==> src/rtl/arrow_hit_judge.sv <==
// Per-lane hit judge: counts target/note mask overlap each frame and grades button presses.
// Optional hit-flash mask is built only when ARROW_HIT_FLASH_EN is defined.
module arrow_hit_judge #(
  parameter int H_LAST       = 639,
  parameter int V_LAST       = 479,
  parameter int PERFECT_TH   = 400,
  parameter int GOOD_TH      = 100,
  parameter int PERFECT_PTS  = 100,
  parameter int GOOD_PTS     = 50,
  parameter int FLASH_FRAMES = 8
) (
  input  logic        clk,
  input  logic        rst,
  input  logic        pix_clk,
  input  logic [9:0]  x,
  input  logic [9:0]  y,
  input  logic        target_px,
  input  logic        note_px,
  input  logic        btn,
  output logic        judge_valid,
  output logic [1:0]  judge,
  output logic [15:0] score,
  output logic [7:0]  combo,
  output logic [11:0] overlap_last,
  output logic        flash_px
);

  localparam logic [1:0] WAIT_NOTE = 2'd0;
  localparam logic [1:0] IN_WINDOW = 2'd1;
  localparam logic [1:0] JUDGED    = 2'd2;

  localparam logic [1:0] J_NONE    = 2'd0;
  localparam logic [1:0] J_MISS    = 2'd1;
  localparam logic [1:0] J_GOOD    = 2'd2;
  localparam logic [1:0] J_PERFECT = 2'd3;

  localparam logic [9:0]  X_MAX  = 10'(H_LAST);
  localparam logic [9:0]  Y_MAX  = 10'(V_LAST);
  localparam logic [11:0] P_TH   = 12'(PERFECT_TH);
  localparam logic [11:0] G_TH   = 12'(GOOD_TH);
  localparam logic [16:0] P_PTS  = 17'(PERFECT_PTS);
  localparam logic [16:0] G_PTS  = 17'(GOOD_PTS);

  // two sync flops plus one history flop for edge detect
  logic [2:0] btn_pipe;
  logic       press;

  always_ff @(posedge clk) begin
    if (rst) btn_pipe <= '0;
    else     btn_pipe <= {btn_pipe[1:0], btn};
  end

  assign press = btn_pipe[1] & ~btn_pipe[2];

  logic        hit_px, fe;
  logic [11:0] ovl_cnt, ovl_next;

  assign hit_px   = pix_clk && target_px && note_px && (x <= X_MAX) && (y <= Y_MAX);
  assign fe       = pix_clk && (x == X_MAX) && (y == Y_MAX);
  assign ovl_next = (hit_px && ovl_cnt != 12'hFFF) ? ovl_cnt + 12'd1 : ovl_cnt;

  always_ff @(posedge clk) begin
    if (rst) begin
      ovl_cnt      <= '0;
      overlap_last <= '0;
    end else if (fe) begin
      ovl_cnt      <= '0;
      overlap_last <= ovl_next;
    end else begin
      ovl_cnt      <= ovl_next;
    end
  end

  logic [1:0] state, state_nxt;
  logic [1:0] jcode;
  logic [1:0] grade;

  assign grade = (overlap_last >= P_TH) ? J_PERFECT :
                 (overlap_last >= G_TH) ? J_GOOD : J_MISS;

  // A press in WAIT_NOTE has no transition of its own, so a frame end on the
  // same clk may still open the window; in IN_WINDOW the press always wins.
  always_comb begin
    state_nxt = state;
    jcode     = J_NONE;
    case (state)
      WAIT_NOTE: begin
        if (press) jcode = J_MISS;
        if (fe && ovl_next != '0) state_nxt = IN_WINDOW;
      end
      IN_WINDOW: begin
        if (press) begin
          jcode     = grade;
          state_nxt = JUDGED;
        end else if (fe && ovl_next == '0) begin
          jcode     = J_MISS;
          state_nxt = WAIT_NOTE;
        end
      end
      JUDGED: begin
        if (fe && ovl_next == '0) state_nxt = WAIT_NOTE;
      end
      default: state_nxt = WAIT_NOTE;
    endcase
  end

  logic        is_hit;
  logic [16:0] score_sum;

  assign is_hit    = jcode[1];
  assign score_sum = {1'b0, score} + ((jcode == J_PERFECT) ? P_PTS : G_PTS);

  always_ff @(posedge clk) begin
    if (rst) begin
      state       <= WAIT_NOTE;
      judge_valid <= 1'b0;
      judge       <= J_NONE;
      score       <= '0;
      combo       <= '0;
    end else begin
      state       <= state_nxt;
      judge_valid <= (jcode != J_NONE);
      if (jcode != J_NONE) judge <= jcode;
      if (is_hit) begin
        score <= score_sum[16] ? 16'hFFFF : score_sum[15:0];
        if (combo != 8'hFF) combo <= combo + 8'd1;
      end else if (jcode == J_MISS) begin
        combo <= '0;
      end
    end
  end

`ifdef ARROW_HIT_FLASH_EN
  localparam int FW = $clog2(FLASH_FRAMES + 1);
  logic [FW-1:0] flash_cnt;

  always_ff @(posedge clk) begin
    if (rst)                          flash_cnt <= '0;
    else if (is_hit)                  flash_cnt <= FW'(FLASH_FRAMES);
    else if (fe && flash_cnt != '0)   flash_cnt <= flash_cnt - 1'b1;
  end

  assign flash_px = target_px && (flash_cnt != '0);
`else
  localparam int unused_flash_frames = FLASH_FRAMES;
  assign flash_px = 1'b0;
`endif

endmodule

==> config.mk <==
export PLATFORM = sky130hd
export DESIGN_NAME = arrow_hit_judge
export DESIGN_NICKNAME = d
export VERILOG_FILES = /design/src/rtl/arrow_hit_judge.sv
export SDC_FILE = /design/constraint.sdc
export NUM_CORES = 1
export LEC_CHECK = 0
export ABC_CLOCK_PERIOD_IN_PS = 5700
export CORE_UTILIZATION = 50
export CTS_BUF_LIST = sky130_fd_sc_hd__clkbuf_4 sky130_fd_sc_hd__clkbuf_8 sky130_fd_sc_hd__clkbuf_16
export DETAILED_ROUTE_END_ITERATION = 8
export PLACE_DENSITY_LB_ADDON = 0.25
export SYNTH_ARGS = -nofsm -noshare
export SYNTH_HDL_FRONTEND = slang
export SYNTH_SLANG_ARGS = --single-unit
==> constraint.sdc <==
create_clock -name clk -period 5.7 [get_ports clk]
set_clock_uncertainty 0.05 [all_clocks]
set_input_delay 1.14 -clock clk [delete_from_list [all_inputs] [get_ports clk]]
set_output_delay 1.14 -clock clk [all_outputs]
set_load 0.01 [all_outputs]
Yosys cells after proc, flatten, opt, wreduce, memory -nomap -nowiden --
Cells that the tools add are included.
Word-level totals: register bits 56, bits in latches 0, bits in writable memories 0, ROM bits 0, memories kept 0
Cells by class: add/sub/neg operators 3, $mul 0, divide/modulo/power cells 0, order comparisons 4, eq/ne operators 10, shift operators 0, muxes and demuxes 16, bitwise operators 2, reduce and logical (&&, ||, !) cells 16
Operators with widths (number):
- two-way mux 8 bit | 3
- adder 16 x 7 -> 17 bit | 1
- two-way mux 16 bit | 1
- adder 12 x 1 -> 12 bit, second input constant | 1
- greater-or-equal comparator 12 x 7 -> 1 bit, second input constant | 1
- greater-or-equal comparator 12 x 9 -> 1 bit, second input constant | 1
- logical NOT 12 bit | 1
- two-way mux 12 bit | 1
- two-way mux 2 bit | 6
- != test 12 bit, second input constant | 1
- nonzero test 12 bit | 1
- equality test 10 bit, second input constant | 1
- equality test 10 x 9 -> 1 bit, second input constant | 1
- less-or-equal comparator 10 bit, second input constant | 1
- less-or-equal comparator 10 x 9 -> 1 bit, second input constant | 1
- logical AND 1 bit | 9
- adder 8 x 1 -> 8 bit, second input constant | 1
- != test 8 bit, second input constant | 1
- two-way mux 7 bit | 1
- case mux 2 bit (3 select lines) | 1
- equality test 2 x 1 -> 1 bit, second input constant | 2
- equality test 2 bit, second input constant | 2
- case mux 2 bit (2 select lines) | 1
- nonzero test 2 bit | 2
- other kinds (8) | 9

Longest topological paths before layout --
depth in word-level cells 15, depth in mapped cells 15

Worst setup path after synthesis --
Ideal clock, no wire load.
path type reg2reg, start point register overlap_last[2], end point register score[15], setup time 0.132 ns, arrival time 3.177 ns, data required time 5.518 ns, slack 2.341 ns, cell stages (with the launch flop) 14, path buffers 0, period minus slack after synthesis 3.359 ns, path through dfxtp_1 > o311ai_0 > a31oi_1 > a311oi_1 > nand2_1 > ha_1 > fa_1 > a311o_1 > a21oi_1 > nor2b_1 > and2_1 > nand4_1 > xor2_1 > a21oi_1
Between the ends: longest elaborated chain between the ends 9, elaborated cells on any way between the ends 10
RTL lines:
- start, declared | line 24 | output logic [11:0] overlap_last,
- start signal, assigned | line 68 | overlap_last <= ovl_next;
- greater-or-equal comparator 12 x 7 -> 1 bit | line 79 | (overlap_last >= G_TH) ? J_GOOD : J_MISS;
- two-way mux 2 bit | line 79
- two-way mux 2 bit (*) | line 78 | assign grade = (overlap_last >= P_TH) ? J_PERFECT :
- two-way mux 2 bit (*) | line 92 | if (press) begin
- case mux 2 bit (2 select lines) (*) | line 86 | case (state)
- equality test 2 bit | line 111 | assign score_sum = {1'b0, score} + ((jcode == J_PERFECT) ? P_PTS : G_PTS);
- two-way mux 7 bit | line 111
- adder 16 x 7 -> 17 bit | line 111
- two-way mux 16 bit | line 125 | score <= score_sum[16] ? 16'hFFFF : score_sum[15:0];
- end signal, assigned | line 125
- end, declared | line 22 | output logic [15:0] score,
Mark *: on every way between the ends. The rest lies on a longest branch, timed or not. A chain may end at the register's enable or synchronous reset.

Worst setup path in the final report --
Ends and elaborated chain as after synthesis.

==> flow_metrics.env <==
export IMPL_first_iter_violations=119
export IMPL_dieArea_um2=6110
export IMPL_antenna_cells_inserted=0
export IMPL_power_clock_fraction_pct=34.8
export IMPL_detailed_place_hpwl_um=4870
export IMPL_number_of_instances_in_the_synthesized_netlist=334
export IMPL_setup_viol=0
export IMPL_mean_cell_area_of_the_mapped_netlist_um2=8.68
export IMPL_number_of_buffers_created_by_cts=5
export IMPL_worst_path_max_delay_cell="a311oi_1"
export IMPL_timing_slew_headroom_pct=51.7
export IMPL_firstDrtPassIters=5
export IMPL_synthDominantCellAreaShare_pct=38.7
export IMPL_critical_path_n_buffers_inverters=0
export IMPL_chip_height_um=78.1
export IMPL_final_max_slew_viol_count=0
export IMPL_vias=2594
export IMPL_globalRouteTotalUtil_pct=21.6
export IMPL_fin_ws_ns=1.76
export IMPL_route_detailed_wl_per_inst_um=14.2
export IMPL_die_width_um=78.1
export IMPL_syn_area_um2=2900
export IMPL_ir_drop_worst_case_vdd_uv=140
export IMPL_drive_gt1_share_pct=5.12
export IMPL_power_share_sequential_pct=59.9
export IMPL_final_hold_worst_slack_ns=0.395
export IMPL_max_cap_violations=0
export IMPL_async_flop_share_pct=0
export IMPL_antenna_left=0
export IMPL_critical_path_max_stage_delay_ns=0.68
export IMPL_final_nets=423
export IMPL_ys_flop_type="dfxtp_1"
export IMPL_crit_path_start_kind="flop"
export IMPL_post_cts_repair_setup_buffers=0
export IMPL_total_switching_power_uw=140
export IMPL_setup_tns_final_ns=0
export IMPL_postLayoutCoreUtil_pct=66.1
export IMPL_outcome="finished clean"
export IMPL_hold_class="flop to flop"
export IMPL_yosysSeqAreaShare_pct=38.7
export IMPL_synth_edff_count=0
export IMPL_htree_num_levels=2
export IMPL_period_minus_slack_ns=3.94
export IMPL_worst_setup_path_end_kind="flop"
export IMPL_cts_tree="yes"
export IMPL_timing_critical_path_max_delay_family="compound AO/OA/AOI/OAI gates"
export IMPL_gp_congestion=0.918
export IMPL_core_area_um2=5540
export IMPL_post_route_period_util_pct=69.1
export IMPL_globalRoute_totalOverflow=0
export IMPL_minimum_setup_slack_after_placement_ns=1.63
export IMPL_p_leak_uw=0.00120
export IMPL_row_count=27
export IMPL_crit_fanout=6
export IMPL_antenna_found_initial=0
export IMPL_synth_area_leaders="dfxtp_1 39%, nor2_1 6.1%, a211oi_1 4.7%, xnor2_1 3.6%, a21oi_1 3.3%"
export IMPL_worst_setup_hold_path_clk_slew_ns=0.10
export IMPL_swShare_pct=21.3
export IMPL_route_final_wire_length_um=6560
export IMPL_achievable_frequency_mhz=254
export IMPL_cts_num_sinks=56
export IMPL_yosys_warnings=0
export IMPL_avgViaCountPerCell=5.60
export IMPL_post_cts_resized=0
export IMPL_drt_drc_violations_left=0
export IMPL_layout_fillers=462
export IMPL_worst_ep_arrival_time_ns=4.06
export IMPL_synth_area_leader_cell="dfxtp_1"
export IMPL_first_global_vias=2331
export IMPL_tightestPinTransition_ns=0.720
export IMPL_grt_pass1_wl_um=10600
export IMPL_cp_cell_sequence="o311ai_0 > a31oi_1 > a311oi_1 > nand2_1 > ha_1 > fa_1 > a311o_1 > a21oi_1 > nor2b_1 > and2_1 > nand4_1 > xor2_1 > a21oi_1"
export IMPL_setup_repair_after_global_routing_missed_its_margin="false"
export IMPL_synthesized_net_count=367
export IMPL_yosysUniqueCellTypes=56
export IMPL_power_combinational_fraction_pct=5.3
export IMPL_root_buffer="clkbuf_8"
export IMPL_cp_common_cell="a21oi_1"
export IMPL_buffer_ports_inserted=64
export IMPL_cell_internal_pwr_uw=517
export IMPL_timing_critical_path_required_ns=5.82
export IMPL_ys_seq_elements=56
export IMPL_initial_utilization_pct=52.3
export IMPL_cts_max_path_buffers=2
export IMPL_hold_viol=0
export IMPL_top_ports=66
export IMPL_power_per_cell_area_nw_per_um2=179
export IMPL_clk_latency_ns=0.30
export IMPL_area_growth_syn_to_fin_pct=26.4
export IMPL_worstSetupPathType="flop to flop"
export IMPL_grt_max_degree=48
export IMPL_cts_hold_fix_buffers=0
-- power groups by stage --
stage | clock [uW] | combinational [uW] | sequential, uW
after floorplan | 0 | 14.5 | 402
after global placement | 0 | 34.2 | 402
after detailed placement | 0 | 34.6 | 402
after CTS | 235 | 34.6 | 393
after global routing | 247 | 37.3 | 394
final | 229 | 34.6 | 393
-- layer usage --
metal / wire (um) / up-vias / GRT usage [%]
met5: 0 / - / 0
met4: 48 / 0 / 5.56
met3: 163 / 5 / 3.26
met2: 3160 / 43 / 37.4
met1: 3190 / 1214 / 28.1
li1: - / 1332 / -
-- cell usage in the layout, fill, tap and decap left out, drive strengths merged, types with 10 or more instances in the layout --
master / n
a211oi: 18
xor2: 10
dfxtp: 56
xnor2: 12
nand2: 23
clkdlybuf4s50: 64
a21oi: 19
nor3: 11
nor2: 47
-- cells by family (layout without fill, tap and decap cells) --
kind of cell | after synthesis | in the layout | synth area share [%]
multiplexers | 4 | 4 | 1.38
XOR/XNOR | 22 | 22 | 6.65
buffers and inverters | 23 | 80 | 3.50
AO/OA/AOI/OAI | 78 | 78 | 19.2
flip-flops | 56 | 56 | 38.7
AND/OR/NAND/NOR | 143 | 143 | 27.2
other | 1 | 1 | 0.129
adder cells (fa/ha/maj) | 7 | 7 | 3.28
-- final timing paths --
check	start	slack [ns]	endpoint	cells past startpoint
worst max-delay path	overlap_last[2]	1.76	score[15]	13
worst max register to register	overlap_last[2]	1.76	score[15]	13
worst min register to register	btn_pipe[0]	0.39	btn_pipe[1]	1
worst min-delay path	btn_pipe[0]	0.39	btn_pipe[1]	1
-- synthesized netlist by cell type (2+ instances only) --
| master | number |
|---|---|
| nor2b_1 | 9 |
| xor2_1 | 10 |
| mux2i_1 | 4 |
| clkbuf_1 | 12 |
| nand3b_1 | 4 |
| o21a_1 | 4 |
| o21ai_1 | 3 |
| buf_2 | 3 |
| nand2_1 | 23 |
| o31a_1 | 2 |
| nor3_1 | 11 |
| dfxtp_1 | 56 |
| a31oi_1 | 6 |
| and2_1 | 2 |
| xnor2_1 | 12 |
| o311ai_0 | 2 |
| nor2_1 | 47 |
| or2_2 | 2 |
| nor4_4 | 3 |
| nand4_1 | 7 |
| o22ai_1 | 3 |
| a21oi_1 | 19 |
| nand2b_1 | 8 |
| and3_1 | 9 |
| a211oi_1 | 18 |
| nor4_1 | 3 |
| a311oi_1 | 9 |
| and4_1 | 2 |
| o211ai_1 | 2 |
| inv_1 | 6 |
| nand3_1 | 3 |
| ha_1 | 6 |
-- state kept, by name, summed over array words and instances (netlist names) --
signal and flops:
judge_valid 1, score 16, overlap_last 12, state 2
ovl_cnt 12, btn_pipe 3, combo 8, judge 2
-- metrics by stage --
step	cells	area [um2]	total power, uW
4_1_cts	463	3660	662
3_5_place_dp	455	3570	437
3_3_place_gp	455	3570	437
2_1_floorplan	334	2900	417
6_report	463	3660	656
5_1_grt	463	3660	677
-- area by class of cell --
cell class,count,area [um2],share of cell area (%)
Clock buffer,7,90.1,2.46
Clock inverter,1,7.51,0.205
Tap cell,72,90.1,2.46
Multi-Input combinational cell,255,1680,45.8
Sequential cell,56,1120,30.6
Timing Repair Buffer,66,656,17.9
Inverter,6,22.5,0.615
Note: power is estimated with default switching activity, not from simulation.
==> edit, RTL diff (config.mk and constraints unchanged) <==
Build with the macro `ARROW_HIT_FLASH_EN` defined.
--- a/src/rtl/arrow_hit_judge.sv
+++ b/src/rtl/arrow_hit_judge.sv
@@ -2,2 +2,4 @@
 // Optional hit-flash mask is built only when ARROW_HIT_FLASH_EN is defined.
+`define ARROW_HIT_FLASH_EN
+
 module arrow_hit_judge #(
Function: no difference found for any inputs over 10 cycles, from zero or initial values and one cycle with rst high; that may be too few to reach the edited logic, so the function may still have changed.
==> edit against the original RTL <==
Critical endpoint is now score[9]$_SDFFE_PP0P_; die area grew 10%; wire length grew 19%; setup slack lost 1.3 ns; power grew 43%; first-iteration DRC count grew 140%; final area grew 13%; sequential cell count grew 4; area after synthesis grew 11%; sequential share of layout area shrank 1.6 points.
==> edit: results (changes against the original RTL) <==
metric	value	unit	change
post-dp-hpwl	5.58	mm	+14%
hp-class	reg -> reg		
r2r-start	ovl_cnt[0]$_SDFF_PP0_		
synth_ff_type	dfxtp_1		
cp.arrival	5.39	ns	+1.33 ns
clk_path_buf_depth	2		unchanged
r2r_setup_slack	1.25	ns	-0.51 ns
nNetsFinal	472		+12%
tightest_slew	0.947	ns	+0.227 ns
grt_antenna_before_repair	0		unchanged
globalplace.congestion	0.888		-3.3%
htree_levels	3		+1
slowest_delay	0.48	ns	-0.20 ns
root_buffer	clkbuf_8		
io_buffers	65		+1.6%
leakagePower	1.42	nW	+18%
insertedDiodeCount	0		unchanged
cts_made_buffers	9		+4
peakVddDrop	0.205	mV	+47%
r2r-end	score[9]$_SDFFE_PP0P_		
drt-total-wl	7.81	mm	+19%
min_to	btn_pipe[2]$_SDFF_PP0_		
crit_family	compound AO/OA/AOI/OAI gates		
synth_seq_area_share	37.4	%	-1.2 points
grt_pass1_vias	2814		+21%
grt_max_degree	54		+13%
critPathMaxFanout	11		+5
status	complete, no violations		
synth_common_cells	60 x dfxtp_1, 43 x nand2_1, 42 x nor2_1		
top_regs	score: 16 flops, overlap_last: 12 flops, ovl_cnt: 12 flops		
synthTopCellsByArea	dfxtp_1 37%, nand2_1 5.0%, nor2_1 4.9%, xnor2_1 3.5%, a21oi_1 3.3%		
drv_cap	0		unchanged
synth_cell_types	62		+11%
pre_cts_ws	0.183	ns	-1.45 ns
syn_nets	411		+12%
hp-start	btn_pipe[1]$_SDFF_PP0_		
clock_latency	0.34	ns	+0.04 ns
cp_slowest_cell	clkdlybuf4s50_1		
reg2reg_depth	15		+2
grt_pass1_wl	12.5	mm	+18%
post_drt_via_cell_ratio	5.77		+3.0%
dr.pass1.iters	4		-1
track_usage	24.5	%	+2.8 points
clk_pin_slew	0.08	ns	-0.02 ns
drive_above_1_share	8.58	%	+3.5 points
drt-initial-drc-count	280		+140%
setup_tns	0	ns	unchanged
edit: changes by cell type after synthesis, sizes merged, moves of 4 or more:
cell / change
a311oi: -7
nand3: +9
and3: -5
nand2b: -4
a211oi: -6
nand2: +21
inv: +7
nor2: -5
dfxtp: +4
edit: kinds of logic (layout without fill, tap and decap cells):
family / count (synthesis) / after routing / share of synthesized area (%)
XOR/XNOR: 23 / 23 / 6.28
AO/OA/AOI/OAI: 77 / 77 / 17.9
adder cells (fa/ha/maj): 8 / 8 / 3.35
AND/OR/NAND/NOR: 170 / 170 / 28.4
multiplexers: 8 / 8 / 2.57
buffers and inverters: 31 / 97 / 4.02
flip-flops: 60 / 60 / 37.4
edit: cell type report:
type                    instances  area [um2]
well taps                      75        93.8
flip-flops and latches         60        1200
inverters                      13        48.8
multi-input cells             286        1890
clock inverters                 7         124
repair buffers                 68         668
clock buffers                   9         124
fillers                       501        1910
edit: worst max-delay path by stage:
stage / cells after the start / to / slack, ns / start
2_1_floorplan: 15 / score[1]$_SDFFE_PP0P_ / 1.04 / x[7]
3_3_place_gp: 17 / score[9]$_SDFFE_PP0P_ / 0.34 / y[9]
3_5_place_dp: 17 / score[9]$_SDFFE_PP0P_ / 0.18 / y[9]
4_1_cts: 17 / score[13]$_SDFFE_PP0P_ / 0.48 / y[9]
5_1_grt: 15 / score[15]$_SDFFE_PP0P_ / 0.07 / y[9]
6_report: 15 / score[9]$_SDFFE_PP0P_ / 0.44 / y[9]
edit: report_power, final:
part	total (W)	internal, W	switching, W
Clock	0.000479	0.000293	0.000186
Combinational	0.0000400	0.0000210	0.0000189
Sequential	0.000421	0.000420	0.000000743
Total	0.000940	0.000735	0.000206
edit: per-stage QoR:
stage                     power (W)  hold WS, ns  utilization (%)  instance area, um2  std cells
after detailed placement   0.000470        0.384             64.3                3900        502
final                      0.000940        0.402             68.4                4150        518
after floorplan            0.000446        0.364                -                3210        377
after CTS                  0.000944        0.406             68.4                4150        518
after global placement     0.000470        0.368             64.3                3900        502
after global routing       0.000969        0.418             68.4                4150        518
edit: routing by layer:
| metal | wire (um) | global-route usage, % | part of all wire, % |
|---|---|---|---|
| met1 | 3640 | 29.8 | 47 |
| met2 | 3760 | 41.1 | 48 |
| met3 | 325 | 5.27 | 4.2 |
| met4 | 85 | 11.2 | 1.1 |
| met5 | 0 | 0 | 0 |
edit: worst register-to-register path, delay by kind of cell, from the launching register on:
| kind | cells | cell delay, ns |
|---|---|---|
| DFF | 1 | 0.42 |
| adders and majority gates | 2 | 0.54 |
| and+or+nand+nor | 6 | 1.51 |
| AOI/OAI and AO/OA | 6 | 1.48 |
| muxes | 1 | 0.37 |
